### config.mk
export PLATFORM = sky130hd
export DESIGN_NAME = mcycle_controller
export DESIGN_NICKNAME = d
export VERILOG_FILES = /design/src/rtl/mcycle_controller.sv
export SDC_FILE = /design/constraint.sdc
export NUM_CORES = 1
export LEC_CHECK = 0
export BUFFER_PORTS_ARGS = -buffer_cell sky130_fd_sc_hd__buf_2
export CAP_MARGIN = 20
export CORE_UTILIZATION = 46
export CTS_BUF_LIST = sky130_fd_sc_hd__clkbuf_8
export DETAILED_ROUTE_END_ITERATION = 12
export PLACE_DENSITY = 0.88
export SLEW_MARGIN = 15
export SYNTH_ARGS = -nofsm -noshare
export SYNTH_HDL_FRONTEND = slang
export SYNTH_SLANG_ARGS = --single-unit
### constraint.sdc
create_clock -name clk -period 4.8 [get_ports clk]
set_input_delay 1.2 -clock clk [delete_from_list [all_inputs] [get_ports clk]]
set_output_delay 1.2 -clock clk [all_outputs]
set_load 0.005 [all_outputs]
### src/rtl/mcycle_controller.sv
// rtl/mcycle_controller.sv - multicycle RV32I sequencer driving the shared-ALU, unified-memory datapath
// Moore FSM with memory wait states; enables are forced low while rst is held.
module mcycle_controller (
   input  logic        clk,
   input  logic        rst,
   input  logic [31:0] instr,
   input  logic [3:0]  alu_flags,
   input  logic        mem_rdy,
   output logic        pc_we,
   output logic        ir_we,
   output logic        adr_src,
   output logic        mem_we,
   output logic        reg_we,
   output logic [1:0]  alu_src_a,
   output logic [1:0]  alu_src_b,
   output logic [1:0]  result_src,
   output logic [2:0]  imm_src,
   output logic [3:0]  alu_ctrl,
   output logic        instr_done,
   output logic        halt
);
   typedef enum logic [3:0] {
      S_FETCH, S_DECODE, S_MEM_ADR, S_MEM_RD, S_MEM_WB, S_MEM_WR, S_EXEC_R,
      S_EXEC_I, S_ALU_WB, S_BRANCH, S_JALR_ADR, S_JUMP, S_HALT
   } state_t;

   localparam logic [6:0] OP_LOAD  = 7'b0000011;
   localparam logic [6:0] OP_STORE = 7'b0100011;
   localparam logic [6:0] OP_R     = 7'b0110011;
   localparam logic [6:0] OP_I     = 7'b0010011;
   localparam logic [6:0] OP_BR    = 7'b1100011;
   localparam logic [6:0] OP_JAL   = 7'b1101111;
   localparam logic [6:0] OP_JALR  = 7'b1100111;
   localparam logic [6:0] OP_AUIPC = 7'b0010111;

   localparam logic [2:0] IMM_I = 3'd0, IMM_S = 3'd1, IMM_B = 3'd2,
                          IMM_U = 3'd3, IMM_J = 3'd4, IMM_I2 = 3'd5;
   localparam logic [3:0] ALU_ADD = 4'd0, ALU_SUB = 4'd1, ALU_SLL = 4'd2,
                          ALU_SLT = 4'd3, ALU_SLTU = 4'd4, ALU_XOR = 4'd5,
                          ALU_SRL = 4'd6, ALU_SRA = 4'd7, ALU_OR = 4'd8,
                          ALU_AND = 4'd9;

   state_t state, next;
   logic [6:0] opcode;
   logic [2:0] f3;
   logic       f7_nz, neg, zero, cout, ov;
   logic       taken, br_ok;
   logic [3:0] op_alu;
   logic       unused_bits;

   assign opcode = instr[6:0];
   assign f3     = instr[14:12];
   assign f7_nz  = |instr[31:25];
   assign {neg, zero, cout, ov} = alu_flags;
   assign unused_bits = ^{instr[24:15], instr[11:7]};

   // Flags come from rs1 - rs2 computed in BRANCH.
   always_comb begin
      taken = 1'b0;
      br_ok = 1'b1;
      case (f3)
         3'b000:  taken = zero;
         3'b001:  taken = ~zero;
         3'b100:  taken = neg ^ ov;
         3'b101:  taken = ~(neg ^ ov);
         3'b110:  taken = ~cout;
         3'b111:  taken = cout;
         default: br_ok = 1'b0;
      endcase
   end

   always_comb begin
      op_alu = ALU_ADD;
      case (f3)
         3'b000:  op_alu = (opcode == OP_R && f7_nz) ? ALU_SUB : ALU_ADD;
         3'b001:  op_alu = ALU_SLL;
         3'b010:  op_alu = ALU_SLT;
         3'b011:  op_alu = ALU_SLTU;
         3'b100:  op_alu = ALU_XOR;
         3'b101:  op_alu = f7_nz ? ALU_SRA : ALU_SRL;
         3'b110:  op_alu = ALU_OR;
         default: op_alu = ALU_AND;
      endcase
   end

   always_comb begin
      next = state;
      case (state)
         S_FETCH:    next = mem_rdy ? S_DECODE : S_FETCH;
         S_DECODE: begin
            case (opcode)
               OP_LOAD, OP_STORE: next = S_MEM_ADR;
               OP_R:              next = S_EXEC_R;
               OP_I:              next = S_EXEC_I;
               OP_BR:             next = S_BRANCH;
               OP_JAL:            next = S_JUMP;
               OP_JALR:           next = S_JALR_ADR;
               OP_AUIPC:          next = S_ALU_WB;
               default:           next = S_HALT;
            endcase
         end
         S_MEM_ADR:  next = (opcode == OP_STORE) ? S_MEM_WR : S_MEM_RD;
         S_MEM_RD:   next = mem_rdy ? S_MEM_WB : S_MEM_RD;
         S_MEM_WR:   next = mem_rdy ? S_FETCH : S_MEM_WR;
         S_EXEC_R,
         S_EXEC_I:   next = S_ALU_WB;
         S_BRANCH:   next = br_ok ? S_FETCH : S_HALT;
         S_JALR_ADR: next = S_JUMP;
         S_JUMP:     next = S_ALU_WB;
         S_HALT:     next = S_HALT;
         default:    next = S_FETCH;
      endcase
   end

   always_ff @(posedge clk or posedge rst) begin
      if (rst) begin
         state <= S_FETCH;
         halt  <= 1'b0;
      end else begin
         state <= next;
         if (next == S_HALT) halt <= 1'b1;
      end
   end

   always_comb begin
      pc_we = 1'b0; ir_we = 1'b0; adr_src = 1'b0; mem_we = 1'b0; reg_we = 1'b0;
      alu_src_a = 2'd0; alu_src_b = 2'd0; result_src = 2'd0;
      alu_ctrl = ALU_ADD; instr_done = 1'b0;
      case (opcode)
         OP_LOAD, OP_JALR: imm_src = IMM_I;
         OP_STORE:         imm_src = IMM_S;
         OP_BR:            imm_src = IMM_B;
         OP_JAL:           imm_src = IMM_J;
         OP_AUIPC:         imm_src = IMM_U;
         OP_I:             imm_src = (f3 == 3'b001 || f3 == 3'b101) ? IMM_I2 : IMM_I;
         default:          imm_src = IMM_I;
      endcase
      case (state)
         S_FETCH: begin
            alu_src_b = 2'd2; result_src = 2'd2;
            ir_we = mem_rdy; pc_we = mem_rdy;
         end
         S_DECODE:   begin alu_src_a = 2'd1; alu_src_b = 2'd1; end
         S_MEM_ADR,
         S_JALR_ADR: begin alu_src_a = 2'd2; alu_src_b = 2'd1; end
         S_MEM_RD:   adr_src = 1'b1;
         S_MEM_WB:   begin result_src = 2'd1; reg_we = 1'b1; instr_done = 1'b1; end
         S_MEM_WR:   begin adr_src = 1'b1; mem_we = 1'b1; instr_done = mem_rdy; end
         S_EXEC_R:   begin alu_src_a = 2'd2; alu_ctrl = op_alu; end
         S_EXEC_I:   begin alu_src_a = 2'd2; alu_src_b = 2'd1; alu_ctrl = op_alu; end
         S_ALU_WB:   begin reg_we = 1'b1; instr_done = 1'b1; end
         S_BRANCH: begin
            alu_src_a = 2'd2; alu_ctrl = ALU_SUB;
            pc_we = taken & br_ok; instr_done = 1'b1;
         end
         S_JUMP:     begin pc_we = 1'b1; alu_src_a = 2'd1; alu_src_b = 2'd2; end
         default:    ;
      endcase
      if (rst) begin
         pc_we = 1'b0; ir_we = 1'b0; mem_we = 1'b0; reg_we = 1'b0; instr_done = 1'b0;
      end
   end
endmodule

==> results.md, run 1 <==
- Cell Int Power: 0.217 mW
- Clock buffers created by TritonCTS: 3
- Clock Skews: 4.39 ps
- Hold WC Path Type: reg -> reg
- H-tree levels: 1
- Slew Limit Headroom: 57.9%
- Post-route DRC: 0
- Worst stage delay on the critical path: 360 ps
- Main area contributors after synthesis: dfrtp_1 (15%), nor3_1 (6.5%), o21ai_0 (4.7%), nand2_1 (4.4%), nand2b_1 (4.4%)
- Yosys top cell area share: 14.7%
- Wirelength per Cell: 13.0 µm
- Max-cap check violation count: 0
- Largest net degree at the start of global routing: 22
- Avg Synthesized Cell Area: 6.68 µm²
- Total global-route track usage: 25.5%
- Final estimated routing congestion in global placement: 0.808
- Portion of total power attributed to the clock network: 18.6%
- Final critical delay including setup and external delays: 3660 ps
- Final clock period utilization by the worst path: 76.2%
- Detail Placement HPWL: 1.89 mm
- Hold Slack: 556 ps
- Initial antenna violation count: 0
- Final ANT Viol Nets: 0
- Number of warnings issued by yosys: 0
- Clock tree from TritonCTS: done
- PwrDens: 370 nW/µm²
- WP data arrival: 2460 ps
- Number of endpoints failing setup at the final stage: 0
- Sw Pwr: 0.191 mW
- Post-CTS resize count: 0
- Critical Path RT: 3600 ps
- Number of clock sinks: 5
- Largest area contributor in the synthesized netlist: dfrtp_1
- Area inside the core boundary: 1730 µm²
- Actual slew at the worst max-slew pin: 632 ps
- Seq/Total Area, Yosys: 14.7%
- Result of the run: finished clean
- Via count of the first global-routing pass: 940
- EDFF count, synth: 0
- Highest clock frequency the design can meet: 273 MHz
- Fraction of layout instances using a drive strength above 1: 29.5%
- Capturing element type of the critical path: output pin
- Classification of the worst setup path: in -> out
- Crit start category: input pin
- Die width: 44.9 µm
- Sequential share of power: 25.5%
- Most frequent cell on the critical path: buf_2
- Hold buffer count at cts: 0
- Pins over their slew limit: 0
- Logic gate share of total power: 55.9%
- Primary flip-flop cell chosen by synthesis mapping: dfrtp_1
- Vias per cell: 5.84
- Die area: 2020 µm²
- Leading cell types by count after synthesis: nor3_1 (11), nand2_1 (10), nor2_1 (10)
- Mapped Nets: 166
- Total standard cell area after synthesis: 848 µm²
- 1st-pass router iterations: 4
- Initial core utilization: 49.1%
- Port buffer count: 43
- Area Overhead vs Synth: 30.1%
- Cell breakdown of the critical path: buf_2 > nand4bb_1 > a211oi_1 > a311oi_1 > o32ai_1 > buf_2
- Latest clock arrival within the worst-skew pair: 220 ps
- Leakage power: 0.528 nW
- Setup repair after global routing missed its margin: false
- 1st-iter DRT viols: 36
- Number of distinct library cell variants in the gate-level netlist after synthesis: 42
- Clock-pin slew reported for the worst setup and hold paths after clock tree synthesis: 30 ps
- Vertical die dimension: 44.9 µm
- Synth Instances: 127
- Max FO, Critical Path: 8
- Clock root buffer: clkbuf_8
- Number of setup buffers added after CTS: 0
- Global-route wire length before repair: 3.95 mm
- Total wirelength of the detailed-routed design: 2.49 mm
- Maximum vdd drop: 0.000205 V
- Via total after detailed routing: 1115
- Most frequent cell after synthesis: nor3_1
- Number of cells in the finished layout apart from fillers: 191
- Number of hold-slack violations in the final timing report: 0
- Diode count: 0
- Ys async rst share: 100%
- Switching fraction of total power: 46.9%
- Overflow left after global routing: 0
- Number of synthesized register bits: 5
- Standard-cell rows: 15
- Setup Total Neg Slack: 0 ps
- CP max stage cell: nand4bb_1
- I/O pin count: 59
- Maximum number of buffers from clock root to sink: 2
- Final Net Count: 206
- # placed instances: 187
## placed cells by master, fill, tap and decap left out, types with 5 or more instances in the layout
| cell | synthesis | final |
|---|---|---|
| o21ai_0 | 8 | 8 |
| nand2_1 | 10 | 10 |
| dfrtp_1 | 5 | 5 |
| nand2b_1 | 6 | 6 |
| inv_1 | 9 | 10 |
| nor2_1 | 10 | 10 |
| nor3_1 | 11 | 11 |
| buf_2 | 5 | 43 |
| nor2b_1 | 5 | 5 |
| a21oi_1 | 7 | 7 |
## through the flow
stage	area (µm²)	util, %	power [mW]	setup slack [ps]
after floorplan	848	-	0.246	1540
after global placement	1060	61.3	0.316	1140
after detailed placement	1060	61.3	0.327	1150
after CTS	1100	63.9	0.405	1150
after global routing	1100	63.9	0.442	997
final	1100	63.9	0.408	1140
## kinds of logic (layout without fill, tap and decap cells)
kind of cell,Yosys count,in the layout,share of synthesized area [%]
AOI/OAI and AO/OA,41,41,33.9
xor gates and xnor gates,5,5,5.16
buffers and inverters,17,56,8.26
DFF,5,5,14.7
and+or+nand+nor,59,59,37.9
## layout make-up
cell class	count	area, µm²
Inverter	9	33.8
Timing Repair Buffer	43	215
Fill cell	175	623
Multi-Input combinational cell	105	653
Tap cell	25	31.3
Clock inverter	1	3.75
Sequential cell	5	125
Clock buffer	3	41.3
## worst max-delay path, delay by kind of cell
kind            cells  cell delay, ps
simple gates        1             360
compound gates      3             620
buf+inv             2             270
## worst paths after layout
kind                                from           to  slack, ps  cells past startpoint
worst max-delay path            instr[6]  alu_ctrl[0]       1140                      6
worst min-delay path                halt         halt        560                      1
worst max register to register  state[1]         halt       2950                      4
worst min register to register      halt         halt        560                      1
max in group asynchronous            rst     state[1]       3710                      2
min in group asynchronous            rst     state[0]        910                      2
## layer usage
metal  GRT usage [%]  wire [µm]
met1            30.7       1100
met2            47.8       1230
met3            4.00        122
met4            4.24         27
met5               0          0
## registers in the layout, summed over array words and instances, names as in the netlist
register  flops
halt          1
state         4
## power by group through the flow
stage	logic [mW]	registers, mW	clock network [mW]
finish	0.228	0.104	0.0759
global route	0.253	0.110	0.0795
CTS	0.227	0.102	0.0758
detailed placement	0.224	0.103	0
global placement	0.216	0.100	0
floorplan	0.173	0.0730	0
Note: power is estimated with default switching activity, not from simulation.
==> run 2, diff against run 1 <==
--- a/config.mk
+++ b/config.mk
@@ -7,10 +7,10 @@
 export LEC_CHECK = 0
 export BUFFER_PORTS_ARGS = -buffer_cell sky130_fd_sc_hd__buf_2
 export CAP_MARGIN = 20
-export CORE_UTILIZATION = 46
+export CORE_UTILIZATION = 38
 export CTS_BUF_LIST = sky130_fd_sc_hd__clkbuf_8
 export DETAILED_ROUTE_END_ITERATION = 12
-export PLACE_DENSITY = 0.88
+export PLACE_DENSITY = 0.78
 export SLEW_MARGIN = 15
 export SYNTH_ARGS = -nofsm -noshare
 export SYNTH_HDL_FRONTEND = slang
==> constraint.sdc (replaced) <==
create_clock -name clk -period 2.95 [get_ports clk]
set_input_delay 0.7375 -clock clk [delete_from_list [all_inputs] [get_ports clk]]
set_output_delay 0.7375 -clock clk [all_outputs]
set_load 0.005 [all_outputs]
==> results.md, run 2 (synthesized netlist as in run 1, its figures left out) <==
- Cell breakdown of the critical path: buf_2 > nor4_1 > a211oi_1 > a311oi_1 > o32ai_1 > buf_2
- Diode count: 0 (unchanged)
- Post-CTS resize count: 0 (unchanged)
- Reg-to-reg critical path startpoint: state[1]
- Max FFs per register: 4 (unchanged)
- Classification of the worst setup path: in -> out
- FF+latch area: 125 µm² (unchanged)
- 1st-iter DRT viols: 40 (+11%)
- Total global-route track usage: 20.2% (-5.3 points)
- Register name with the most flops: state
- Pins over their slew limit: 0 (unchanged)
- Slew Limit Headroom: 59.2% (+1.3 points)
- Critical Path RT: 2210 ps (-1390 ps)
- Clock buffers created by TritonCTS: 3 (unchanged)
- Capturing element type of the critical path: output pin
- Leakage power: 0.538 nW (+1.8%)
- Internal reg-to-reg setup slack: 1130 ps (-1820 ps)
- Result of the run: finished clean
- Most frequent cell on the critical path: buf_2
- CP max stage cell: nor4_1
- H-tree levels: 1 (unchanged)
- Number of endpoints failing setup at the final stage: 0 (unchanged)
- Instance area after placement: 1080 µm² (+1.7%)
- Final ANT Viol Nets: 0 (unchanged)
- Overflow left after global routing: 0 (unchanged)
- Utilization after layout: 55.4% (-8.5 points)
- Initial antenna violation count: 0 (unchanged)
- Fraction of layout instances using a drive strength above 1: 30.4% (+0.84 points)
- Die width: 49.3 µm (+9.6%)
- Highest clock frequency the design can meet: 381 MHz
- Standard-cell rows: 16 (+1)
- 1st-pass router iterations: 4 (unchanged)
- Detail Placement HPWL: 1.87 mm (-0.74%)
- Crit start category: input pin
- Number of hold-slack violations in the final timing report: 0 (unchanged)
- Area Overhead vs Synth: 32.2%
- Worst stage delay on the critical path: 360 ps (about the same)
- Die area: 2430 µm² (+20%)
- Vertical die dimension: 49.3 µm (+9.6%)
- Clock root buffer: clkbuf_8
- Final Net Count: 208 (+0.97%)
- Global-route wire length before repair: 3.97 mm (+0.53%)
- Clock tree from TritonCTS: done
- Max FO, Critical Path: 2 (-6)
- Number of setup buffers added after CTS: 0 (unchanged)
- Regs by FF count: state: 4 flops, halt: 1 flops
- Via count of the first global-routing pass: 933 (-0.74%)
- Latest clock arrival within the worst-skew pair: 220 ps (about the same)
- Max-cap check violation count: 0 (unchanged)
- Maximum vdd drop: 0.000301 V (+47%)
- I/O pin count: 59 (unchanged)
- Setup Total Neg Slack: 0 ps (unchanged)
- Final clock period utilization by the worst path: 88.9%
- Reg-to-reg critical path endpoint: halt
- Hold Slack: 459 ps (-97.1 ps)
- Setup repair after global routing missed its margin: false
- FILL cells: 187 (+6.9%)
- Most frequent cells in the layout: buf_2 (43), nor3_1 (11), inv_1 (10), nand2_1 (10), nor2_1 (10)
- WP data arrival: 1890 ps (-570 ps)
- Final estimated routing congestion in global placement: 0.879 (+8.7%)
- Hold WC Path Type: in -> async
- Post-route DRC: 0 (unchanged)
- Finished Cell Area: 1120 µm² (+1.6%)
- Cell count of the worst reg-to-reg path: 4 (unchanged)
- Port buffer count: 43 (unchanged)
- Clock Skews: 0.882 ps (-3.51 ps)
- Actual slew at the worst max-slew pin: 612 ps (-19.9 ps)
- Hold buffer count at cts: 0 (unchanged)
- Final critical delay including setup and external delays: 2620 ps
- Area inside the core boundary: 2020 µm² (+17%)
- Maximum number of buffers from clock root to sink: 2 (unchanged)
- Most frequent standard cell in the layout excluding fill and tap cells: buf_2
- Total wirelength of the detailed-routed design: 2.43 mm (-2.2%)
- Via total after detailed routing: 1120 (+0.45%)
- Largest net degree at the start of global routing: 22 (unchanged)
- PnR Total Power: 0.669 mW (+64%)
- Wirelength per Cell: 12.5 µm (-4.2%)
- Initial core utilization: 42.0% (-7.2 points)
- Vias per cell: 5.74 (-1.6%)
- Area of combinational cells with multiple inputs: 653 µm² (unchanged)
- Clock-pin slew reported for the worst setup and hold paths after clock tree synthesis: 30 ps (about the same)
- PwrDens: 597 nW/µm² (+61%)
- Number of clock sinks: 5 (unchanged)
==> run 2: cell count changes in the layout (fill, tap and decap cells not counted), sizes merged <==
cell | previous run | this run
buf | 43 | 45
==> run 2: final cells by class <==
cell class,instances,share of cell area [%]
tap,27,3.01
inverter,9,3.01
sequential,5,11.2
timing repair buffer,45,20.5
clock buffer,3,3.68
multi-input combinational,105,58.3
clock inverter,1,0.335
==> run 2: power breakdown <==
group	switching (mW)	internal (mW)	leakage, nW
clock	0.0319	0.0890	0.0269
sequential	0.0580	0.0917	0.0667
combinational	0.220	0.178	0.444
==> run 2: worst max-delay path by stage <==
stage                   start     endpoint  slack, ps  depth (start not counted)
finish              instr[27]  alu_ctrl[0]        330                          6
global route        instr[27]  alu_ctrl[0]        220                          6
CTS                 instr[27]  alu_ctrl[0]        330                          6
detailed placement  instr[27]  alu_ctrl[0]        330                          6
global placement     instr[2]   imm_src[1]        340                          5
floorplan            instr[6]  alu_ctrl[0]        610                          5
==> run 2: per-stage QoR <==
| step | setup WS, ps | cells |
|---|---|---|
| global route | 219 | 195 |
| detailed placement | 330 | 191 |
| CTS | 326 | 195 |
| finish | 327 | 195 |
| floorplan | 613 | 127 |
| global placement | 341 | 191 |
==> run 2: routing by layer <==
layer,GRT usage [%],share of wire (%),vias to the layer above
li1,-,-,559
met1,27.0,46,505
met2,32.6,46,52
met3,3.74,6.4,4
met4,5.88,1.6,0
met5,0,0,-
==> run 2: critical path, delay by kind of cell <==
kind	cells	cell delay, ps
AND/OR/NAND/NOR	1	360
AO/OA/AOI/OAI	3	560
buffers and inverters	2	230
==> run 3, diff against run 2 <==
--- a/config.mk
+++ b/config.mk
@@ -7,10 +7,10 @@
 export LEC_CHECK = 0
 export BUFFER_PORTS_ARGS = -buffer_cell sky130_fd_sc_hd__buf_2
 export CAP_MARGIN = 20
-export CORE_UTILIZATION = 38
+export CORE_UTILIZATION = 46
 export CTS_BUF_LIST = sky130_fd_sc_hd__clkbuf_8
 export DETAILED_ROUTE_END_ITERATION = 12
-export PLACE_DENSITY = 0.78
+export PLACE_DENSITY = 0.88
 export SLEW_MARGIN = 15
 export SYNTH_ARGS = -nofsm -noshare
 export SYNTH_HDL_FRONTEND = slang
==> constraint.sdc (replaced) <==
create_clock -name clk -period 3.1 [get_ports clk]
set_input_delay 0.775 -clock clk [delete_from_list [all_inputs] [get_ports clk]]
set_output_delay 0.775 -clock clk [all_outputs]
set_load 0.005 [all_outputs]
==> results.md, run 3 (synthesized netlist as in run 1, its figures left out) <==
- Maximum number of buffers from clock root to sink: 2 (unchanged)
- Fraction of layout instances using a drive strength above 1: 29.9% (-0.42 points)
- Wirelength per Cell: 13.2 µm (+5.5%)
- Met3 usage: 2.40% (-1.3 points)
- Number of endpoints failing setup at the final stage: 0 (unchanged)
- Actual slew at the worst max-slew pin: 604 ps (-7.42 ps)
- Internal reg-to-reg setup slack: 1230 ps (+100 ps)
- Number of hold-slack violations in the final timing report: 0 (unchanged)
- Most frequent cells in the layout: buf_2 (43), nor3_1 (11), inv_1 (10), nand2_1 (10), nor2_1 (10)
- Area inside the core boundary: 1730 µm² (-15%)
- Reg-to-reg critical path endpoint: halt
- 1st-pass router iterations: 4 (unchanged)
- Regs by FF count: state: 4 flops, halt: 1 flops
- Instance area after placement: 1070 µm² (-0.93%)
- Classification of the worst setup path: in -> out
- Met1 global-route usage: 35.1% (+8.1 points)
- Latest clock arrival within the worst-skew pair: 220 ps (about the same)
- Final critical delay including setup and external delays: 2720 ps
- Vertical die dimension: 44.9 µm (-8.7%)
- Vias per cell: 5.78 (+0.66%)
- Final Net Count: 207 (-0.48%)
- Hold buffer count at cts: 0 (unchanged)
- Total wirelength of the detailed-routed design: 2.53 mm (+3.9%)
- Portion of total power attributed to the clock network: 17.9% (-0.2 points)
- Via count of the first global-routing pass: 978 (+4.8%)
- Die width: 44.9 µm (-8.7%)
- Highest clock frequency the design can meet: 367 MHz
- PnR Total Power: 0.632 mW (-5.5%)
- Clock Skews: 1.17 ps (+0.287 ps)
- FILL cells: 163 (-13%)
- Most utilized layer in the global route result: met2
- Clock root buffer: clkbuf_8
- Cell count of the worst reg-to-reg path: 4 (unchanged)
- Area of combinational cells with multiple inputs: 653 µm² (unchanged)
- Cell Int Power: 0.336 mW (-6.5%)
- Result of the run: finished clean
- Area Overhead vs Synth: 31.0%
- Global-route track usage on met2: 46.1% (+13 points)
- Max-cap check violation count: 0 (unchanged)
- Critical Path RT: 2320 ps (+110 ps)
- Leakage power: 0.532 nW (-0.97%)
- Final estimated routing congestion in global placement: 0.822 (-6.5%)
- Detail Placement HPWL: 1.88 mm (+0.69%)
- Sw Pwr: 0.297 mW (-4.3%)
- Standard-cell rows: 15 (-1)
- Number of setup buffers added after CTS: 0 (unchanged)
- Switching fraction of total power: 46.9% (+0.58 points)
- Post-route DRC: 0 (unchanged)
- Number of clock sinks: 5 (unchanged)
- Crit start category: input pin
- Die area: 2020 µm² (-17%)
- Maximum vdd drop: 0.000230 V (-24%)
- Largest net degree at the start of global routing: 22 (unchanged)
- Clock-pin slew reported for the worst setup and hold paths after clock tree synthesis: 30 ps (about the same)
- Clock buffers created by TritonCTS: 3 (unchanged)
- Max FFs per register: 4 (unchanged)
- Port buffer count: 43 (unchanged)
- Logic gate share of total power: 56.6% (-3.0 points)
- Final ANT Viol Nets: 0 (unchanged)
- Sequential share of power: 25.5% (+3.1 points)
- Register name with the most flops: state
- Initial core utilization: 49.1% (+7.2 points)
- H-tree levels: 1 (unchanged)
- Post-CTS resize count: 0 (unchanged)
- Reg-to-reg critical path startpoint: state[1]
- Total global-route track usage: 26.6% (+6.4 points)
- Capturing element type of the critical path: output pin
- Global-route wire length before repair: 4.12 mm (+3.6%)
- PwrDens: 569 nW/µm² (-4.7%)
- I/O pin count: 59 (unchanged)
- 1st-iter DRT viols: 55 (+38%)
- Diode count: 0 (unchanged)
- Most frequent standard cell in the layout excluding fill and tap cells: buf_2
- Overflow left after global routing: 0 (unchanged)
- Critical path launch point: instr[2]
- Clock tree from TritonCTS: done
- FF+latch area: 125 µm² (unchanged)
- Setup repair after global routing missed its margin: false
- Initial antenna violation count: 0 (unchanged)
- Max FO, Critical Path: 12 (+10)
- Critical Path Sink: imm_src[1]
- WP data arrival: 1950 ps (+60 ps)
- Slew Limit Headroom: 59.7% (+0.49 points)
- Setup Total Neg Slack: 0 ps (unchanged)
- Hold WC Path Type: in -> async
- Final clock period utilization by the worst path: 87.8%
- Pins over their slew limit: 0 (unchanged)
- Via total after detailed routing: 1110 (-0.89%)
- Finished Cell Area: 1110 µm² (-0.89%)
[run 3: final cells by class]
class / instances / share of cell area [%]
Multi-Input combinational cell: 105 / 58.8
Timing Repair Buffer: 44 / 20.0
Sequential cell: 5 / 11.3
Clock buffer: 3 / 3.72
Inverter: 9 / 3.04
Tap cell: 25 / 2.82
Clock inverter: 1 / 0.338
[run 3: critical path, cell delays in order]
cell,delay (ps)
buf_2,160
or3b_2,530
o22a_1,210
nor3_1,130
buf_2,140
[run 3: stage by stage]
step / worst slack [ps] / instances / util (%) / hold slack, ps
finish: 379 / 192 / 64.3 / 500
global route: 291 / 192 / 64.3 / 529
CTS: 365 / 192 / 64.3 / 501
detailed placement: 373 / 188 / 61.7 / 559
global placement: 416 / 188 / 61.7 / 534
floorplan: 688 / 127 / - / 539
[run 3: how the worst min path moves through the flow]
stage / startpoint / to / slack [ps]
final: rst / state[0] / 500
after global routing: rst / state[0] / 530
after CTS: rst / halt / 500
after detailed placement: halt / halt / 560
after global placement: halt / halt / 530
after floorplan: halt / halt / 540
[run 3: metal layers]
layer | up-vias | share of wire, %
li1 | 557 | -
met1 | 498 | 43
met4 | 0 | 0.63
met2 | 53 | 50
met3 | 2 | 6.6
met5 | - | 0
[run 3: power by group through the flow]
stage	clock [mW]	combinational, mW	sequential [mW]
CTS	0.115	0.352	0.158
detailed placement	0	0.347	0.159
global route	0.121	0.394	0.168
floorplan	0	0.268	0.113
global placement	0	0.335	0.155
finish	0.113	0.358	0.161
